<file path="config.mk">
export PLATFORM = sky130hd
export DESIGN_NAME = wb_arbiter
export DESIGN_NICKNAME = d
export VERILOG_FILES = /design/src/rtl/wb_arbiter.sv
export SDC_FILE = /design/constraint.sdc
export NUM_CORES = 1
export LEC_CHECK = 0
export ABC_CLOCK_PERIOD_IN_PS = 5400
export CAP_MARGIN = 10
export CORE_MARGIN = 3
export CORE_UTILIZATION = 45
export DETAILED_ROUTE_END_ITERATION = 6
export PLACE_DENSITY = 0.67
export SLEW_MARGIN = 25
export SYNTH_ARGS = -nofsm -noshare
export SYNTH_HDL_FRONTEND = slang
export SYNTH_SLANG_ARGS = --single-unit
</file>
<file path="constraint.sdc">
create_clock -name clk -period 5.4 [get_ports clk]
set_input_delay 1.08 -clock clk [delete_from_list [all_inputs] [get_ports clk]]
set_output_delay 1.08 -clock clk [all_outputs]
set_load 0.02 [all_outputs]
</file>
<file path="src/rtl/wb_arbiter.sv">
// rtl/wb_arbiter.sv - writeback arbiter: mem/alu results into an in-order FIFO,
// drained one register-file write per cycle, with newest-wins forwarding lookup.
module wb_arbiter #(
  parameter int DATA_W = 32,
  parameter int DEPTH  = 4,
  parameter int AW     = 5
) (
  input  logic              clk,
  input  logic              rst_n,
  input  logic              alu_valid,
  output logic              alu_ready,
  input  logic [AW-1:0]     alu_rd,
  input  logic [DATA_W-1:0] alu_data,
  input  logic              mem_valid,
  output logic              mem_ready,
  input  logic [AW-1:0]     mem_rd,
  input  logic [DATA_W-1:0] mem_data,
  output logic              reg_write,
  output logic [AW-1:0]     write_register,
  output logic [DATA_W-1:0] write_data,
  input  logic [AW-1:0]     fwd_rs,
  output logic              fwd_hit,
  output logic [DATA_W-1:0] fwd_data,
  output logic              busy
);

  localparam int PW = $clog2(DEPTH);
  localparam int CW = PW + 1;

  logic [AW-1:0]     rd_mem_q   [DEPTH];
  logic [DATA_W-1:0] data_mem_q [DEPTH];
  logic [CW-1:0]     count_q, count_d;
  logic [PW-1:0]     wr_ptr_q, wr_ptr_d, rd_ptr_q, rd_ptr_d;
  logic              reg_write_q, reg_write_d;
  logic [AW-1:0]     write_register_q, write_register_d;
  logic [DATA_W-1:0] write_data_q, write_data_d;

  logic              not_full, mem_fire, alu_fire, push, pop;
  logic [AW-1:0]     push_rd;
  logic [DATA_W-1:0] push_data;
  logic [PW-1:0]     idx;

  // Readiness comes from the pre-edge count only; a same-edge pop never frees a slot.
  assign not_full  = count_q < CW'(DEPTH);
  assign mem_ready = not_full;
  assign alu_ready = not_full & ~mem_valid;
  assign mem_fire  = mem_valid & mem_ready;
  assign alu_fire  = alu_valid & alu_ready;
  assign push_rd   = mem_fire ? mem_rd : alu_rd;
  assign push_data = mem_fire ? mem_data : alu_data;
  // x0 handshakes complete but are dropped here.
  assign push      = (mem_fire | alu_fire) & (push_rd != '0);
  assign pop       = count_q != '0;

  always_comb begin
    count_d          = count_q + CW'(push) - CW'(pop);
    wr_ptr_d         = wr_ptr_q + PW'(push);
    rd_ptr_d         = rd_ptr_q + PW'(pop);
    reg_write_d      = pop;
    write_register_d = write_register_q;
    write_data_d     = write_data_q;
    if (pop) begin
      write_register_d = rd_mem_q[rd_ptr_q];
      write_data_d     = data_mem_q[rd_ptr_q];
    end
  end

  always_ff @(posedge clk or negedge rst_n) begin
    if (!rst_n) begin
      count_q          <= '0;
      wr_ptr_q         <= '0;
      rd_ptr_q         <= '0;
      reg_write_q      <= 1'b0;
      write_register_q <= '0;
      write_data_q     <= '0;
    end else begin
      count_q          <= count_d;
      wr_ptr_q         <= wr_ptr_d;
      rd_ptr_q         <= rd_ptr_d;
      reg_write_q      <= reg_write_d;
      write_register_q <= write_register_d;
      write_data_q     <= write_data_d;
    end
  end

  // Storage needs no reset: entries are only ever read below count_q.
  always_ff @(posedge clk) begin
    if (push) begin
      rd_mem_q[wr_ptr_q]   <= push_rd;
      data_mem_q[wr_ptr_q] <= push_data;
    end
  end

  assign reg_write      = reg_write_q;
  assign write_register = write_register_q;
  assign write_data     = write_data_q;
  assign busy           = pop | reg_write_q;

  // Scan oldest to youngest so the newest match overwrites earlier ones.
  always_comb begin
    fwd_hit  = 1'b0;
    fwd_data = '0;
    idx      = '0;
    if (fwd_rs != '0) begin
      if (reg_write_q && write_register_q == fwd_rs) begin
        fwd_hit  = 1'b1;
        fwd_data = write_data_q;
      end
      for (int i = 0; i < DEPTH; i++) begin
        idx = rd_ptr_q + PW'(i);
        if (CW'(i) < count_q && rd_mem_q[idx] == fwd_rs) begin
          fwd_hit  = 1'b1;
          fwd_data = data_mem_q[idx];
        end
      end
    end
  end

endmodule

</file>
=== Yosys cells after proc, flatten, opt, wreduce, memory -nomap -nowiden ===
Memories as Yosys holds them, arrays and structs flattened.
Index checks and enable logic that the tools add are counted.

* Memory bits (read-only): 0
* Bits of input ports: 83
* Word-level logic and storage cells: 56
* Register bits after elaboration: 45
* Bits in writable memories: 148
* Output and inout port bits: 74
* Memories kept: 2
* Latch bits: 0

* Reductions and logical operators: 8
* Magnitude comparators: 5
* Shift-type cells: 0
* Equal/unequal tests: 5
* Add/subtract/negate cells: 7
* Div/mod/pow operators: 0
* Multipliers: 0
* Muxes and demuxes: 16
* Bitwise logic cells: 7

{| class="wikitable"
|+ Memories
! memory !! depth !! width !! read ports !! clocked after Yosys merged registers in !! wr ports !! line !! RTL
|-
| data_mem_q || 4 || 32 || 4 || 0 || 1 || 31 || <nowiki>logic [DATA_W-1:0] data_mem_q [DEPTH];</nowiki>
|-
| rd_mem_q || 4 || 5 || 4 || 0 || 1 || 30 || <nowiki>logic [AW-1:0] rd_mem_q [DEPTH];</nowiki>
|}

{| class="wikitable"
|+ Operators by type and width
! kind !! count
|-
| $mux W32 || 7
|-
| $eq A5 B5 Y1 || 5
|-
| $reduce_bool A5 Y1 || 2
|-
| $mux W1 || 8
|-
| $lt A1 B3 Y1 const A || 2
|-
| $lt A2 B3 Y1 const A || 2
|-
| $logic_and A1 B1 Y1 || 5
|-
| $mux W5 || 1
|-
| $add A2 B1 Y2 || 2
|-
| $add A2 B2 Y2 const B || 2
|-
| $and A1 B1 Y1 || 4
|-
| $add A3 B1 Y3 || 1
|-
| $lt A3 B3 Y1 const B || 1
|-
| $reduce_bool A3 Y1 || 1
|-
| $sub A3 B1 Y3 || 1
|-
| $add A2 B1 Y2 const B || 1
|-
| $or A1 B1 Y1 || 2
|-
| $not A1 Y1 || 1
|}

=== Longest topological paths before layout ===
Gate-level depths: netlist of run 1.

* Depth in word-level cells: 8
* Mapped depth: 11

=== Least setup slack after synthesis of run 1 ===
OpenSTA, ideal clock, no wires.

* Kind: in2reg
* Start point: input mem_valid
* End point: memory data_mem_q[1][0], enable pin
* Stages on the path: 5
* Setup time: 0.485 ns
* Required time: 4.915 ns
* Slack: 0.126 ns
* Buffers on the path: 0
* Arrival time: 4.789 ns
* Cell sequence: nand2_1 -> mux2_2 -> nor2_1 -> a311o_1 -> nor3b_1

{| class="wikitable"
|+ RTL lines
! item !! line !! RTL
|-
| start: declaration || 14 || <nowiki>input logic mem_valid,</nowiki>
|-
| $and A1 B1 Y1 || 47 || <nowiki>assign mem_fire = mem_valid & mem_ready;</nowiki>
|-
| $mux W5 || 49 || <nowiki>assign push_rd = mem_fire ? mem_rd : alu_rd;</nowiki>
|-
| via push_rd[3] || 39 || <nowiki>logic [AW-1:0] push_rd;</nowiki>
|-
| $reduce_bool A5 Y1 || 52 || <nowiki>assign push = (mem_fire | alu_fire) & (push_rd != '0);</nowiki>
|-
| $and A1 B1 Y1 || 52 ||
|-
| $mux W1 || 88 || <nowiki>if (push) begin</nowiki>
|-
| $mux W1 (not written as such) || 90 || <nowiki>data_mem_q[wr_ptr_q] <= push_data;</nowiki>
|-
| end: declaration || 31 ||
|}

The timed path passes the listed nets, and every way through them passes these cells.

=== Final worst setup path of run 1 ===
* Start point: input fwd_rs[1]
* End point: output fwd_data[8]

* Cells in the longest elaborated chain, start to end: 8

{| class="wikitable"
|+ RTL lines
! item !! line !! RTL
|-
| start: declaration || 21 || <nowiki>input logic [AW-1:0] fwd_rs,</nowiki>
|-
| $eq A5 B5 Y1 || 105 || <nowiki>if (reg_write_q && write_register_q == fwd_rs) begin</nowiki>
|-
| $logic_and A1 B1 Y1 || 105 ||
|-
| $mux W32 || 105 ||
|-
| $mux W32 (4 in a row) || 111 || <nowiki>if (CW'(i) < count_q && rd_mem_q[idx] == fwd_rs) begin</nowiki>
|-
| $mux W32 (*) || 104 || <nowiki>if (fwd_rs != '0) begin</nowiki>
|-
| end: declaration || 23 || <nowiki>output logic [DATA_W-1:0] fwd_data,</nowiki>
|}

Every way passes the cells marked *; elsewhere a longest branch is shown, timed or not.

==> flow_summary.yaml, run 1 <==
pwr:
  comb_power_share_pct: 53.3
  peakVddDrop_mv: 0.420
  leakage_nw: 4.99
  p_int_mw: 4.54
  power_density_nw_per_um2: 564
  p_seq_share_pct: 31.5
  clockPowerShare_pct: 15.2
  power.share.switching_pct: 41.8
  switchingPower_mw: 3.26
clocking:
  clock-sinks: 193
  cts_hold_repair.buffers: 0
  cts-root-buf: "clkbuf_16"
  cts_tree: "built"
  cts_setup_buffers: 0
  cts_made_buffers: 17
  cts_buffer_depth: 2
  clkTransAtPathRegs_ns: 0.07
  clk_latency_ns: 0.44
  cts_resized: 0
  htreeDepth: 4
placed_design:
  gp_congestion: 0.821
  port_buffers: 156
  dp_hpwl_mm: 19.0
  placed_cell_area_um2: 13300
  dp_slack_ns: 0.0775
logic_synthesis:
  syn-num-nets: 1105
  synthMuxAreaShare_pct: 21.6
  ys_seq_area_share_pct: 49.2
  yosysWarnings: 0
  yosys.area.top_type_share_pct: 39.3
  netlist_top_cells_count: "edfxtp_1, mux2i_1, mux2_2, nand2_1, o21ai_0"
  netlist_area_um2: 11300
  synth_top_family_by_area: "multiplexers"
  synthAdderAreaFrac_pct: 0.841
  yosys.area_share.simple_pct: 8.06
  avgSynthCellArea_um2: 11.1
  yosysMostFrequentCell: "edfxtp_1"
  synthFlopType: "edfxtp_1"
  synth_xor_area_share_pct: 2.56
  synth.area.top_cells: "edfxtp_1, mux2_2, mux2i_1, dfrtp_1, o21ai_0"
  synth_seq_cells: 193
  async_reset_ff_share_pct: 23.3
  synth-edff-count: 148
  synth_cell_type_count: 51
  yosysTopAreaCell: "edfxtp_1"
  synth_compound_area_share_pct: 13.9
  synth_cells: 1015
route:
  wl_mm: 29.6
  drc_errors: 0
  wl_per_cell_um: 20.0
  firstDrtPassIters: 5
  vias: 8506
  ant_nets: 0
  drt_iter0_drc: 653
  routed_via_density: 5.75
grt:
  grt_overflow_total: 0
  grt_first_pass_wirelength_mm: 45.3
  grt_max_degree: 80
  antenna_found_initial: 0
  track_usage_pct: 21.8
  grt_pass1_vias: 8314
outcome:
  outcome: "complete, no violations"
layout:
  fill_cells: 2083
  nets: 1233
  design_area_um2: 13800
  drive_above_1_share_pct: 18.3
  area_delta_synth_final_pct: 22.4
  antenna_cells: 0
timing:
  timing.fmax_mhz: 191
  finalSetupTns_ns: 0
  tightest_slew_ns: 0.805
  worst_slack_ns: 0.162
  rsz0062_at_grt: "false"
  finalCriticalPeriod_ns: 5.24
  finalCritPeriodShare_pct: 97.0
  fin_worst_skew_ns: 0.0151
  setup_viol: 0
  report.final.slew_viol_count: 0
  final_hold_viol_count: 0
  slew-limit-headroom_pct: 46.4
  whs_ns: 0.513
floorplan:
  num_io_pins: 157
  start_util_pct: 46.1
  dieArea_um2: 27100
  core_um2: 24500
  die_w_um: 165
  num_rows: 57
  die_height_um: 165
worst_setup_path:
  start_kind: "input port"
  critPathCaptureType: "output port"
  cp_data_arrival_time_ns: 4.16
  cp.required_ns: 4.32
  cp_max_fo: 31
  worstSetupPathType: "input port to output port"
job:
  cap_violations: 0
hold_path:
  hold_class: "flip-flop to flip-flop"
[stage by stage]
stage / util, % / cells / total power [mW]
floorplan: - / 1015 / 5.23
global placement: 54.2 / 1448 / 6.58
detailed placement: 54.2 / 1448 / 6.64
CTS: 56.4 / 1480 / 7.83
global route: 56.4 / 1480 / 8.29
finish: 56.4 / 1480 / 7.80
[kinds of logic after synthesis]
| family | after synthesis |
|---|---|
| compound gates | 252 |
| xor+xnor | 33 |
| fa+ha+maj | 7 |
| buf+inv | 92 |
| flops | 193 |
| mux | 225 |
| simple gates | 213 |
[cells in the final DEF, fill, tap and decap left out, types with 4 or more instances in the layout]
master,count
o21a_1,11
nor3_2,4
o221ai_1,4
nor3_1,17
mux2_2,104
edfxtp_1,148
o21ai_0,97
a211oi_1,6
buf_4,29
dfrtp_1,43
clkinv_2,4
clkinvlp_4,4
nor2_1,61
nor4_1,10
clkbuf_16,17
nor2b_1,6
a221oi_1,4
a211o_1,6
o22ai_1,13
clkdlybuf4s50_1,153
mux2i_1,116
mux4_2,5
a221oi_2,7
a21oi_1,52
nand2_1,101
inv_1,8
o21ai_1,23
buf_12,7
o221a_2,9
o211ai_1,6
xnor2_1,21
ha_1,6
xor2_1,12
[registers in the layout, indices dropped and copies added (netlist names)]
signal and flops:
reg_write 1, write_data 32, rd_ptr_q 2, write_register 5, rd_mem_q 20, data_mem_q 128, count_q 3, wr_ptr_q 2
[worst paths after layout]
kind | from | end | slack (ns) | cells after the start
setup / recovery | fwd_rs[1] | fwd_data[8] | 0.16 | 9
hold / removal | write_data[10] | write_data[10] | 0.51 | 2
setup reg to reg | count_q[2] | data_mem_q[3][19] | 2.20 | 8
hold reg to reg | write_data[10] | write_data[10] | 0.51 | 2
max in group asynchronous | rst_n | rd_ptr_q[1] | 4.08 | 2
min in group asynchronous | rst_n | write_data[21] | 0.77 | 2
[worst max-delay path, stage by stage]
cell and delay, ns:
clkdlybuf4s50_1 0.69, xnor2_1 0.16, nand4_1 0.18, a211oi_4 0.40
buf_12 0.26, mux2i_1 0.21, o22ai_1 0.09, nor3_1 0.37
clkdlybuf4s50_1 0.69
[power groups by stage]
| stage | logic (mW) | clock network [mW] | registers (mW) |
|---|---|---|---|
| after CTS | 4.17 | 1.20 | 2.46 |
| after global placement | 4.11 | 0 | 2.47 |
| after floorplan | 2.70 | 0 | 2.53 |
| after detailed placement | 4.15 | 0 | 2.48 |
| after global routing | 4.52 | 1.26 | 2.52 |
| final | 4.16 | 1.18 | 2.46 |
[layer usage]
layer / track usage (%) / wire length [um] / up-vias
met4: 5.30 / 450 / 0
li1: - / - / 4036
met5: 0 / 0 / -
met1: 29.1 / 13100 / 4098
met2: 36.1 / 14000 / 331
met3: 4.99 / 2080 / 41
[cell type report]
class / instances / area (um^2) / share of cell area [%]
Clock buffer: 17 / 425 / 3.07
Clock inverter: 15 / 111 / 0.804
Inverter: 9 / 33.8 / 0.244
Multi-Input combinational cell: 730 / 5370 / 38.8
Sequential cell: 193 / 5580 / 40.3
Tap cell: 324 / 405 / 2.93
Timing Repair Buffer: 192 / 1920 / 13.9
Note: power is estimated with default switching activity, not from simulation.
==> run 2, diff against run 1 <==
--- a/config.mk
+++ b/config.mk
@@ -8,9 +8,10 @@
 export ABC_CLOCK_PERIOD_IN_PS = 5400
 export CAP_MARGIN = 10
 export CORE_MARGIN = 3
-export CORE_UTILIZATION = 45
+export CORE_UTILIZATION = 40
 export DETAILED_ROUTE_END_ITERATION = 6
-export PLACE_DENSITY = 0.67
+export DONT_BUFFER_PORTS = 1
+export PLACE_DENSITY = 0.53
 export SLEW_MARGIN = 25
 export SYNTH_ARGS = -nofsm -noshare
 export SYNTH_HDL_FRONTEND = slang
==> run 2 against run 1 <==
Final area fell by 10%. Worst setup slack improved by 0.27 ns. Critical path depth did not move. Clock power rose by 10%. Clock skew fell by 0.0046 ns. Core utilization fell by 11 points. Fmax rose by 5.5%. Die area rose by 12%. Critical path type is now flip-flop to output port. Critical endpoint is now fwd_data[20]. Highest routed layer unchanged.
==> flow_summary.yaml, run 2 (synthesized netlist as in run 1, its figures left out) <==
outcome:
  outcome: "complete, no violations"
layout:
  final_common_cell: "edfxtp_1"
  drive_above_1_share_pct: 22.0
  antenna_cells: 0
  nets: 1089
  fin_cells: 1384
  fill_cells: 2562
  largest_reg_flops: 128
  final_cell_mix: "edfxtp_1, mux2i_1, mux2_2, nand2_1, o21ai_0"
  largest_register: "data_mem_q"
  design_area_um2: 12400
  area_delta_synth_final_pct: 9.61
  final_core_util_pct: 45.2
worst_setup_path:
  cp.required_ns: 4.32
  slowest_delay_ns: 0.74
  cp_slowest_cell: "buf_4"
  critPathCaptureType: "output port"
  worstSetupPathType: "flip-flop to output port"
  critPathTopFamily: "buffers and inverters"
  crit_chain: "buf_4 -> buf_4 -> mux2i_1 -> nand2_1 -> o21ai_0 -> mux2i_1 -> nor2_1 -> nor4_1 -> buf_4"
  crit_buf_inv: 3
  cp_data_arrival_time_ns: 3.88
  crit_path_frequent_cell: "buf_4"
  start_kind: "flip-flop"
  cp_max_fo: 64
timing:
  whs_ns: 0.335
  slew-limit-headroom_pct: 37.5
  report.final.slew_viol_count: 0
  tightest_slew_ns: 0.934
  finalCriticalPeriod_ns: 4.96
  finalSetupTns_ns: 0
  setup_viol: 0
  rsz0062_at_grt: "false"
  final_hold_viol_count: 0
  worst_slack_ns: 0.436
  timing.fmax_mhz: 201
  fin_worst_skew_ns: 0.0105
  finalCritPeriodShare_pct: 91.9
placed_design:
  dp_cells: 1352
  gp_congestion: 0.811
  placed_cell_area_um2: 11800
  dp_hpwl_mm: 19.7
  dp_slack_ns: 0.861
  port_buffers: 0
clocking:
  cts_made_buffers: 17
  clk_latency_ns: 0.43
  htreeDepth: 4
  cts_setup_buffers: 0
  clock-sinks: 193
  cts_tree: "built"
  cts-root-buf: "clkbuf_16"
  cts_hold_repair.buffers: 0
  cts_resized: 0
  clkTransAtPathRegs_ns: 0.08
  cts_buffer_depth: 2
floorplan:
  num_io_pins: 157
  num_rows: 60
  core_um2: 27400
  start_util_pct: 41.3
  die_height_um: 174
  dieArea_um2: 30300
  die_w_um: 174
pwr:
  power_density_nw_per_um2: 598
  leakage_nw: 4.45
  finalPower_mw: 7.42
  peakVddDrop_mv: 0.248
grt:
  track_usage_pct: 19.9
  grt_max_degree: 76
  grt_first_pass_wirelength_mm: 46.5
  grt_pass1_vias: 7829
  antenna_found_initial: 0
  grt_overflow_total: 0
route:
  wl_mm: 30.4
  drc_errors: 0
  ant_nets: 0
  routed_via_density: 5.66
  drt_iter0_drc: 497
  firstDrtPassIters: 5
  vias: 7840
  wl_per_cell_um: 22.0
job:
  cap_violations: 0
hold_path:
  hold_class: "input port to asynchronous set/reset pin"
==> run 2: cell count changes in the layout (fill, tap and decap cells not counted), moves of 3 or more <==
cell             previous run  this run
inv_8                       2         5
buf_4                      29        48
clkdlybuf4s50_1           153         0
buf_12                      7         0
==> run 2: final timing paths <==
| check | from | to | slack [ns] | cells past startpoint |
|---|---|---|---|---|
| min reg2reg | count_q[0] | count_q[0] | 0.56 | 1 |
| max in group asynchronous | rst_n | rd_ptr_q[1] | 4.95 | 0 |
| min in group clk | count_q[0] | count_q[0] | 0.56 | 1 |
| min | rst_n | write_data[19] | 0.33 | 0 |
| max reg2reg | count_q[2] | data_mem_q[3][12] | 1.79 | 8 |
| max | rd_ptr_q[1] | fwd_data[20] | 0.44 | 9 |
==> run 2: layer usage <==
| metal | global-route usage [%] | wire length, um | vias to the layer above |
|---|---|---|---|
| li1 | - | - | 3751 |
| met1 | 26.3 | 13800 | 3851 |
| met2 | 33.4 | 14600 | 212 |
| met3 | 4.57 | 1590 | 26 |
| met4 | 4.62 | 395 | 0 |
| met5 | 0 | 0 | - |
==> run 2: cell type report <==
type | count | area [um^2] | share of cell area [%]
Sequential cell | 193 | 5580 | 45.0
Multi-Input combinational cell | 730 | 5360 | 43.2
Tap cell | 372 | 465 | 3.75
Clock buffer | 17 | 425 | 3.43
Timing Repair Buffer | 48 | 360 | 2.91
Clock inverter | 15 | 174 | 1.40
Inverter | 9 | 35.0 | 0.283
==> run 2: power by group <==
part / switching, mW / total, mW / internal [mW]
Clock: 0.599 / 1.30 / 0.701
Sequential: 0.588 / 2.70 / 2.12
Combinational: 2.03 / 3.41 / 1.38
Total: 3.22 / 7.42 / 4.20
